$ cat src/rtl/video_encoder_ctrl_pkg.sv
// Shared definitions for the multi-channel video encoder control block:
// sequencer states, register bit positions and ZXUNO register addresses.
package video_encoder_ctrl_pkg;

  typedef enum logic [1:0] {
    ST_IDLE   = 2'd0,
    ST_BLANK  = 2'd1,
    ST_SETTLE = 2'd2
  } seq_state_t;

  localparam int unsigned MODE_BIT     = 0;
  localparam int unsigned COLORCLK_BIT = 1;
  localparam int unsigned BUSY_BIT     = 7;

  // ZXUNO register map (subset)
  localparam logic [7:0] REG_MASTERCONF  = 8'h00;
  localparam logic [7:0] REG_SCANDBLCTRL = 8'h0B;
  localparam logic [7:0] REG_RASTERLINE  = 8'h0C;
  localparam logic [7:0] REG_AD724       = 8'hFB;

  localparam logic [7:0] DEFAULT_BASE_ADDR = REG_AD724;

endpackage

$ cat src/rtl/video_encoder_ctrl_if.sv
// ZXUNO register bus as seen by one register block.
interface video_encoder_ctrl_if;
  logic [7:0] zxuno_addr;
  logic       zxuno_regrd;
  logic       zxuno_regwr;
  logic [7:0] din;
  logic [7:0] dout;
  logic       oe;

  modport master (
    output zxuno_addr, zxuno_regrd, zxuno_regwr, din,
    input  dout, oe
  );

  modport slave (
    input  zxuno_addr, zxuno_regrd, zxuno_regwr, din,
    output dout, oe
  );
endinterface

$ cat src/rtl/video_encoder_ctrl_chan.sv
// One encoder channel: shadow register, applied mode and the
// blank / switch / settle sequencer that retunes the encoder glitch-free.
module encoder_chan_seq
  import video_encoder_ctrl_pkg::*;
#(
  parameter logic [7:0]  RESET_VAL     = 8'h00,
  parameter int unsigned SETTLE_CYCLES = 16,
  parameter int unsigned CNT_W         = 8
) (
  input  logic       clk,
  input  logic       poweron_rst,
  input  logic       wr_en,
  input  logic [6:0] wr_data,
  output logic [6:0] shadow,
  output logic       busy,
  output logic       enc_mode,
  output logic       enc_xtal,
  output logic       enc_gencolorclk,
  output logic       enc_blank
);

  localparam logic [CNT_W-1:0] SETTLE_LOAD = CNT_W'(SETTLE_CYCLES - 1);

  seq_state_t       state, state_nxt;
  logic [CNT_W-1:0] cnt, cnt_nxt;
  logic             applied_mode, applied_nxt;

  always_ff @(posedge clk) begin
    if (poweron_rst) begin
      shadow       <= RESET_VAL[6:0];
      applied_mode <= RESET_VAL[MODE_BIT];
      state        <= ST_IDLE;
      cnt          <= '0;
    end else begin
      if (wr_en) shadow <= wr_data;
      applied_mode <= applied_nxt;
      state        <= state_nxt;
      cnt          <= cnt_nxt;
    end
  end

  // Writes landing mid-sequence only touch the shadow; any leftover
  // mismatch is picked up from IDLE once the current sequence finishes.
  always_comb begin
    state_nxt       = state;
    cnt_nxt         = cnt;
    applied_nxt     = applied_mode;
    enc_blank       = 1'b1;
    enc_gencolorclk = 1'b0;
    case (state)
      ST_IDLE: begin
        enc_blank       = 1'b0;
        enc_gencolorclk = shadow[COLORCLK_BIT];
        if (shadow[MODE_BIT] != applied_mode) state_nxt = ST_BLANK;
      end
      ST_BLANK: begin
        applied_nxt = shadow[MODE_BIT];
        cnt_nxt     = SETTLE_LOAD;
        state_nxt   = ST_SETTLE;
      end
      ST_SETTLE: begin
        if (cnt == '0) state_nxt = ST_IDLE;
        else           cnt_nxt   = cnt - 1'b1;
      end
      default: state_nxt = ST_IDLE;
    endcase
  end

  assign busy     = (state != ST_IDLE);
  assign enc_mode = applied_mode;
  assign enc_xtal = ~applied_mode;

endmodule

$ cat src/rtl/video_encoder_ctrl.sv
// NUM_CH encoder-control registers on the ZXUNO bus at BASE_ADDR+i,
// each driving its own encoder channel sequencer.
module video_encoder_ctrl
  import video_encoder_ctrl_pkg::*;
#(
  parameter int unsigned NUM_CH        = 2,
  parameter logic [7:0]  BASE_ADDR     = DEFAULT_BASE_ADDR,
  parameter logic [7:0]  RESET_VAL     = 8'h00,
  parameter int unsigned SETTLE_CYCLES = 16,
  parameter int unsigned CNT_W         = 8
) (
  input  logic                clk,
  input  logic                poweron_rst,
  video_encoder_ctrl_if.slave zxuno,
  output logic [NUM_CH-1:0]   enc_xtal,
  output logic [NUM_CH-1:0]   enc_mode,
  output logic [NUM_CH-1:0]   enc_gencolorclk,
  output logic [NUM_CH-1:0]   enc_blank,
  output logic [NUM_CH-1:0]   busy
);

  // Decode in 9 bits so a block ending past 8'hFF cannot alias low addresses.
  localparam logic [8:0] BASE9 = {1'b0, BASE_ADDR};

  logic [8:0]        addr9;
  logic [NUM_CH-1:0] sel;
  logic [6:0]        shadow [NUM_CH];
  logic [7:0]        rd_data;
  logic              unused_din7;

  assign addr9       = {1'b0, zxuno.zxuno_addr};
  assign unused_din7 = zxuno.din[BUSY_BIT];

  for (genvar g = 0; g < NUM_CH; g++) begin : g_ch
    assign sel[g] = (addr9 == BASE9 + 9'(g));

    encoder_chan_seq #(
      .RESET_VAL     (RESET_VAL),
      .SETTLE_CYCLES (SETTLE_CYCLES),
      .CNT_W         (CNT_W)
    ) u_chan (
      .clk             (clk),
      .poweron_rst     (poweron_rst),
      .wr_en           (zxuno.zxuno_regwr & sel[g]),
      .wr_data         (zxuno.din[6:0]),
      .shadow          (shadow[g]),
      .busy            (busy[g]),
      .enc_mode        (enc_mode[g]),
      .enc_xtal        (enc_xtal[g]),
      .enc_gencolorclk (enc_gencolorclk[g]),
      .enc_blank       (enc_blank[g])
    );
  end

  always_comb begin
    rd_data = '0;
    for (int unsigned i = 0; i < NUM_CH; i++) begin
      if (sel[i]) rd_data = {busy[i], shadow[i]};
    end
  end

  assign zxuno.dout = rd_data;
  assign zxuno.oe   = zxuno.zxuno_regrd & (|sel);

endmodule
$ cat src/flat_wrapper.sv
// flat-port wrapper written by rule: the top's interface ports become plain ports
module video_encoder_ctrl_flat import video_encoder_ctrl_pkg::*;
#(
  parameter int unsigned NUM_CH        = 2,
  parameter logic [7:0]  BASE_ADDR     = DEFAULT_BASE_ADDR,
  parameter logic [7:0]  RESET_VAL     = 8'h00,
  parameter int unsigned SETTLE_CYCLES = 16,
  parameter int unsigned CNT_W         = 8
)
  (clk, poweron_rst, enc_xtal, enc_mode, enc_gencolorclk, enc_blank, busy, zxuno_zxuno_addr, zxuno_zxuno_regrd, zxuno_zxuno_regwr, zxuno_din, zxuno_dout, zxuno_oe);
  video_encoder_ctrl_if zxuno_i ();
  input  logic clk;
  input  logic poweron_rst;
  output logic [NUM_CH-1:0] enc_xtal;
  output logic [NUM_CH-1:0] enc_mode;
  output logic [NUM_CH-1:0] enc_gencolorclk;
  output logic [NUM_CH-1:0] enc_blank;
  output logic [NUM_CH-1:0] busy;
  input wire logic [$bits(zxuno_i.zxuno_addr)-1:0] zxuno_zxuno_addr;
  input wire logic [$bits(zxuno_i.zxuno_regrd)-1:0] zxuno_zxuno_regrd;
  input wire logic [$bits(zxuno_i.zxuno_regwr)-1:0] zxuno_zxuno_regwr;
  input wire logic [$bits(zxuno_i.din)-1:0] zxuno_din;
  output wire logic [$bits(zxuno_i.dout)-1:0] zxuno_dout;
  output wire logic [$bits(zxuno_i.oe)-1:0] zxuno_oe;
  assign zxuno_i.zxuno_addr = zxuno_zxuno_addr;
  assign zxuno_i.zxuno_regrd = zxuno_zxuno_regrd;
  assign zxuno_i.zxuno_regwr = zxuno_zxuno_regwr;
  assign zxuno_i.din = zxuno_din;
  assign zxuno_dout = zxuno_i.dout;
  assign zxuno_oe = zxuno_i.oe;
  video_encoder_ctrl #(.NUM_CH(NUM_CH), .BASE_ADDR(BASE_ADDR), .RESET_VAL(RESET_VAL), .SETTLE_CYCLES(SETTLE_CYCLES), .CNT_W(CNT_W)) u_core (.clk(clk), .poweron_rst(poweron_rst), .zxuno(zxuno_i), .enc_xtal(enc_xtal), .enc_mode(enc_mode), .enc_gencolorclk(enc_gencolorclk), .enc_blank(enc_blank), .busy(busy));
endmodule
$ cat config.mk
export PLATFORM = sky130hd
export DESIGN_NAME = video_encoder_ctrl_flat
export DESIGN_NICKNAME = d
export VERILOG_FILES = /design/src/rtl/video_encoder_ctrl_pkg.sv /design/src/rtl/video_encoder_ctrl_if.sv /design/src/rtl/video_encoder_ctrl_chan.sv /design/src/rtl/video_encoder_ctrl.sv /design/src/flat_wrapper.sv
export SDC_FILE = /design/constraint.sdc
export NUM_CORES = 1
export LEC_CHECK = 0
export CAP_MARGIN = 40
export CORE_AREA = 5 5 66 68
export CTS_CLUSTER_DIAMETER = 200
export DETAILED_ROUTE_END_ITERATION = 8
export DIE_AREA = 0 0 71 73
export HOLD_SLACK_MARGIN = 0.15
export PLACE_DENSITY = 0.84
export REMOVE_ABC_BUFFERS = 1
export SETUP_SLACK_MARGIN = 0.05
export SLEW_MARGIN = 15
export SYNTH_ARGS = -nofsm -noshare
export SYNTH_HDL_FRONTEND = slang
export SYNTH_HIERARCHICAL = 1
export SYNTH_SLANG_ARGS = --single-unit
export TNS_END_PERCENT = 10
$ cat constraint.sdc
create_clock -name clk -period 3.15 [get_ports clk]
set_clock_uncertainty 0.2 [all_clocks]
set_input_delay 0.945 -clock clk [delete_from_list [all_inputs] [get_ports clk]]
set_output_delay 0.945 -clock clk [all_outputs]
set_load 0.005 [all_outputs]
==> summary.txt, run 1 <==
Status
  • Status: completed

Min path
  • Hold WC Path Type: reg -> reg

Drt
  • Routed Antenna Nets: 0
  • Vias per cell: 5.549
  • Detailed Routing Iterations Pass 1: 4
  • # DRC: 0
  • Final wirelength: 4624 microns
  • Routed length per instance: 14.59 microns
  • DRT iter0 DRCs: 57
  • Vias: 1759

STA
  • Max-Slew Margin vs Limit: 0.5969
  • Min Clock Period, post-route: 3.035 ns
  • Max Freq: 0.3295 GHz
  • Max-slew violations: 0
  • Worst slew pin tran: 0.5997 ns
  • Fin. Hold Viols: 0
  • RSZ-0062 raised after global routing: yes
  • Period Utilization, post-route: 0.9634
  • Setup violators final: 0
  • Setup TNS: 0 ns

Die
  • Die width: 71 microns
  • Die area: 5183 sq um
  • Core area: 3799 sq um
  • Std cell rows: 23
  • DIE HEIGHT: 73 microns
  • # IOs: 39
  • Initial Util: 0.5211

Placement
  • Port bufs: 37
  • Post-DP HPWL: 3521 microns
  • GP Congestion: 0.8098

Global routing
  • First-pass GRT wire length: 7762 microns
  • Total gr overflow: 0
  • Largest net degree at the start of global routing: 16
  • Number of antenna violations at the first check in global routing: 0
  • Gr usage total: 0.1923
  • Vias in the first global route: 1742

Cells and area
  • Most frequent cells in the layout: dfxtp_1, nor2_1, clkdlybuf4s50_1
  • Most common cell after layout, fill and taps aside: dfxtp_1
  • Fin nets: 288
  • N_diodes: 0
  • Layout cell share with drive strength beyond 1: 0.2322
  • Area Growth Syn to Fin: 28.32%
  • Fill count: 324

Power
  • LEAKAGE: 0.0009605 uW
  • Max IR drop VDD: 0.0003219 V
  • Power, Total: 903.0 uW
  • P per Cell Area: 355.5 nW/um^2

Synthesis
  • Mapped cell area: 1979 sq um
  • Warnings, synthesis: 6
  • #FFs+latches synth: 36
  • Post-synth EDFFs: 0
  • Ys async rst share: 0
  • Ys flop type: dfxtp_1
  • Post-synthesis area per instance: 9.038 sq um
  • Sequential fraction of the synthesis area: 0.3641
  • Cells after Synth: 219
  • Cell variety after synth: 48

Setup path
  • CP Launch Type: primary input
  • Worst path max stage delay: 0.23 ns
  • Worst Path Max Fanout: 7
  • CP required: 2.00 ns
  • Kind of critical path: in -> out
  • WP buf/inv: 3
  • CP endpoint kind: primary output
  • Critical-path cell list: dlygate4sd2_1 > and4b_1 > buf_6 > a22oi_2 > nor2_1 > buf_2
  • Slowest cell on crit path: dlygate4sd2_1
  • Critical path's top delay family: buffers and inverters
  • CP Data Arrival Time: 1.89 ns

Clocking
  • Clock buffer count from CTS: 5
  • Clk sinks: 36
  • Clk slew on worst S/H paths: 0.08 ns
  • Cts hold-fix bufs: 0
  • CTS root buf: clkbuf_8
  • H-tree depth: 2
  • Clock Latency Late Sink: 0.29 ns
  • Clk buf depth: 2
  • CTS tree: yes

Job
  • Max-Cap Viols: 0
[worst register-to-register path: stages, from the launching register on]
cell,delay [ns]
dfxtp_1,0.46
or3b_1,0.44
a2111oi_1,0.42
mux2_2,0.38
[routing by layer]
metal	vias to the layer above	track usage	share of wire
li1	896	-	-
met1	835	0.2154	0.42
met3	8	0.04683	0.024
met4	0	0.08768	0.025
met2	20	0.3440	0.53
met5	-	0	0
[repair_timing]
item	CTS	global route
gates cloned	1	0
buffers inserted	1	0
endpoints found under the setup margin	9	7
pin swaps	7	4
endpoints found under the hold margin	0	0
resized for setup	59	4
[logic make-up after synthesis]
family,after synthesis,synth area share
DFF,36,0.3641
buffers and inverters,28,0.07206
muxes,16,0.08217
xor gates and xnor gates,2,0.008851
and+or+nand+nor,83,0.2655
adders and majority gates,2,0.01264
AOI/OAI and AO/OA,52,0.1947
[cell type report]
class / count / area (sq um) / share of cell area
multi-input cells: 155 / 1156 / 0.4552
inverters: 17 / 63.81 / 0.02512
clock buffers: 5 / 68.82 / 0.02709
repair buffers: 51 / 425.4 / 0.1675
well taps: 50 / 62.56 / 0.02463
clock inverters: 3 / 42.54 / 0.01675
flip-flops and latches: 36 / 720.7 / 0.2837
[metrics by stage]
stage                     utilization  hold WS [ns]  cells  setup slack (ns)  instance area (sq um)
final                          0.6686        0.2915    317            0.1153                   2540
after CTS                      0.6723        0.2929    317           0.05310                   2554
after global placement         0.6400        0.2734    308           -0.4695                   2431
after global routing           0.6686        0.3345    317           0.04285                   2540
after floorplan                     -        0.2551    208            0.4082                   1901
after detailed placement       0.6400        0.2798    308           -0.5537                   2431
[worst paths after layout]
check             cells past startpoint                           end  slack, ns                      startpoint
hold reg to reg                       2  u_core/g_ch[0].u_chan/cnt[1]       0.29    u_core/g_ch[0].u_chan/cnt[1]
setup reg to reg                      3  u_core/g_ch[1].u_chan/cnt[5]       1.15  u_core/g_ch[1].u_chan/state[1]
hold / removal                        2  u_core/g_ch[0].u_chan/cnt[1]       0.29    u_core/g_ch[0].u_chan/cnt[1]
setup / recovery                      6                 zxuno_dout[2]       0.12             zxuno_zxuno_addr[3]
[registers in the layout, indices dropped and copies added, names as in the netlist]
signal	cells
u_core/g_ch.u_chan/cnt	16
u_core/g_ch.u_chan/shadow	14
u_core/g_ch.u_chan/state	4
u_core/g_ch.u_chan/enc_mode	2
[synth_stat cells, drive strengths merged, types with 4 or more instances]
cell type / n / share of area
dfxtp: 36 / 0.36
nor2: 29 / 0.056
inv: 17 / 0.032
mux2i: 14 / 0.071
a21oi: 8 / 0.020
a22oi: 8 / 0.030
buf: 6 / 0.030
nand2: 6 / 0.011
o211ai: 6 / 0.023
or2: 6 / 0.019
clkbuf: 5 / 0.0095
nor3b: 5 / 0.027
a2111oi: 4 / 0.019
a211oi: 4 / 0.015
a311oi: 4 / 0.018
nor2b: 4 / 0.013
nor3: 4 / 0.010
o21ai: 4 / 0.010
or3b: 4 / 0.018
or4: 4 / 0.019
[report_power, final]
| group | internal, uW | switching (uW) | total, uW |
|---|---|---|---|
| registers | 455 | 0.346 | 455 |
| logic | 25.7 | 20.3 | 46.0 |
| clock network | 234 | 167 | 402 |
| total | 715 | 188 | 903 |
Note: power is estimated with default switching activity, not from simulation.
==> inputs of run 2 (changes only) <==
--- a/config.mk
+++ b/config.mk
@@ -6,14 +6,14 @@
 export NUM_CORES = 1
 export LEC_CHECK = 0
 export CAP_MARGIN = 40
-export CORE_AREA = 5 5 66 68
+export CORE_AREA = 5 5 70 65
 export CTS_CLUSTER_DIAMETER = 200
 export DETAILED_ROUTE_END_ITERATION = 8
-export DIE_AREA = 0 0 71 73
+export DIE_AREA = 0 0 75 70
 export HOLD_SLACK_MARGIN = 0.15
-export PLACE_DENSITY = 0.84
+export PLACE_DENSITY = 0.83
 export REMOVE_ABC_BUFFERS = 1
-export SETUP_SLACK_MARGIN = 0.05
+export SETUP_SLACK_MARGIN = 0.02
 export SLEW_MARGIN = 15
 export SYNTH_ARGS = -nofsm -noshare
 export SYNTH_HDL_FRONTEND = slang
==> run 2 against run 1 <==
Effect of this change:
- power down 6.3%
- critical path depth down 1
- non-clock buffer count up 1
- sequential power about the same
- hold slack worse by 0.0034 ns
- global-route usage up 1.4 points
- clock power down 15%
- flip-flop and latch count unchanged
- via count up 2.7%
- critical path type unchanged
- critical endpoint is now zxuno_oe
==> summary.txt, run 2 (synthesized netlist as in run 1, its figures left out) <==
Placement
  • Placed cell areas: 2396 sq um
  • Post-DP HPWL: 3482 microns
  • Port bufs: 37
  • GP Congestion: 0.8281

Min path
  • Hold Path Depth: 2
  • Hold WC Path Type: reg -> reg
  • Hold_sp: u_core/g_ch[1].u_chan/cnt[1]
  • Hold Path Sink: u_core/g_ch[1].u_chan/cnt[1]

Setup path
  • CP Data Arrival Time: 1.97 ns
  • Kind of critical path: in -> out
  • CP endpoint kind: primary output
  • Reg-to-reg critical path startpoint: u_core/g_ch[0].u_chan/cnt[0]
  • Worst-case reg-to-reg path depth: 5
  • Reg-to-reg setup timing slack: 1.06 ns
  • Slowest cell on crit path: clkdlybuf4s50_1
  • RR Endpoint: u_core/g_ch[0].u_chan/cnt[5]
  • Worst path max stage delay: 0.46 ns
  • CP Launch Type: primary input
  • WP buf/inv: 3
  • Critical path's top delay family: buffers and inverters
  • Critical-path cell list: clkdlybuf4s50_1 > nand4_1 > buf_6 > nor3b_2 > buf_2
  • CP required: 2.00 ns
  • Worst Path Max Fanout: 6

Drt
  • Detailed Routing Iterations Pass 1: 4
  • Vias per cell: 5.755
  • # DRC: 0
  • Final wirelength: 5124 microns
  • Vias: 1807
  • Routed length per instance: 16.32 microns
  • Routed Antenna Nets: 0
  • DRT iter0 DRCs: 156

STA
  • Worst slew pin tran: 0.6112 ns
  • Period Utilization, post-route: 0.9880
  • Max-Slew Margin vs Limit: 0.5892
  • Min Clock Period, post-route: 3.112 ns
  • Setup TNS: 0 ns
  • Setup violators final: 0
  • Hold slack: 0.2881 ns
  • RSZ-0062 raised after global routing: yes
  • Fin. Hold Viols: 0
  • Max Freq: 0.3213 GHz
  • Max-slew violations: 0

Cells and area
  • Most frequent cells in the layout: dfxtp_1, nor2_1, clkdlybuf4s50_1
  • N_diodes: 0
  • Biggest regs: u_core/g_ch.u_chan/cnt x16, u_core/g_ch.u_chan/shadow x14, u_core/g_ch.u_chan/state x4
  • Largest register FFs: 16
  • Most common cell after layout, fill and taps aside: dfxtp_1
  • Layout cell share with drive strength beyond 1: 0.2313
  • Fill count: 292
  • Final instance area: 2526 sq um
  • Fin nets: 289
  • Area Growth Syn to Fin: 27.62%
  • Top reg by flops: u_core/g_ch.u_chan/cnt

Die
  • Die width: 75 microns
  • DIE HEIGHT: 70 microns
  • Core area: 3705 sq um
  • # IOs: 39
  • Std cell rows: 21
  • Initial Util: 0.5343
  • Die area: 5250 sq um

Clocking
  • Clock Latency Late Sink: 0.29 ns
  • CTS root buf: clkbuf_8
  • H-tree depth: 2
  • Clk buf depth: 2
  • Clock buffer count from CTS: 5
  • Clk sinks: 36
  • CTS tree: yes
  • Clk slew on worst S/H paths: 0.07 ns

Global routing
  • Vias in the first global route: 1790
  • First-pass GRT wire length: 8459 microns
  • Total gr overflow: 0
  • Number of antenna violations at the first check in global routing: 0
  • Gr usage total: 0.2064
  • Largest net degree at the start of global routing: 16

Power
  • LEAKAGE: 0.0009516 uW
  • P per Cell Area: 335.0 nW/um^2
  • Max IR drop VDD: 0.0002967 V

Status
  • Status: completed

Job
  • Max-Cap Viols: 0
## run 2: timing repair
action | in CTS | in global routing
hold endpoints to repair | 0 | 0
gates resized for setup | 51 | 9
endpoints found under the setup margin | 9 | 9
buffers inserted | 5 | 0
hold buffers | 0 | 0
cloned | 0 | 1
pin swaps | 9 | 4
## run 2: worst max-delay path by stage
stage	startpoint	endpoint	slack [ns]	cells after the start
floorplan	zxuno_zxuno_addr[0]	zxuno_oe	0.41	3
global placement	zxuno_zxuno_addr[0]	zxuno_oe	-0.50	6
detailed placement	zxuno_zxuno_addr[0]	zxuno_oe	-0.53	6
CTS	zxuno_zxuno_addr[6]	zxuno_dout[3]	0.02	5
global route	zxuno_zxuno_addr[6]	zxuno_oe	-0.04	5
finish	zxuno_zxuno_addr[4]	zxuno_oe	0.04	5
## run 2: worst register-to-register path, stage by stage, from the launching register on
cell,delay (ns)
dfxtp_1,0.42
inv_1,0.10
ha_1,0.27
nor2b_1,0.18
a2111oi_1,0.44
mux2_2,0.38
## run 2: power by group
group	total (uW)	internal, uW	leakage, uW	switching, uW
clock network	342	178	0.0000455	164
logic	48.5	27.5	0.000616	21.0
registers	456	455	0.000290	0.379
total	846	661	0.000952	185
## run 2: layout make-up
type / instances / area [sq um] / area share
clock buffer: 8 / 90.09 / 0.03566
inverter: 17 / 63.81 / 0.02526
multi-input combinational: 155 / 1156 / 0.4577
sequential: 36 / 720.7 / 0.2853
tap: 46 / 57.56 / 0.02278
timing repair buffer: 52 / 437.9 / 0.1734
## run 2: per-stage QoR
stage                     std cells  power, uW  setup slack (ns)    util
after floorplan                 208      474.2            0.4082       -
after global placement          300      509.9           -0.4983  0.6467
after detailed placement        300      510.6           -0.5251  0.6467
after CTS                       313      853.4           0.01542  0.6869
after global routing            314      881.8          -0.04032  0.6819
final                           314      846.4           0.03776  0.6819
## run 2: metal layers
metal  track usage  vias to the layer above  wire (microns)  share of wire
li1              -                      899               -              -
met1        0.2572                      854            2235           0.44
met2        0.3211                       33            2515           0.49
met3       0.04448                       21             156          0.030
met4        0.1166                        0             218          0.043
met5             0                        -               0              0
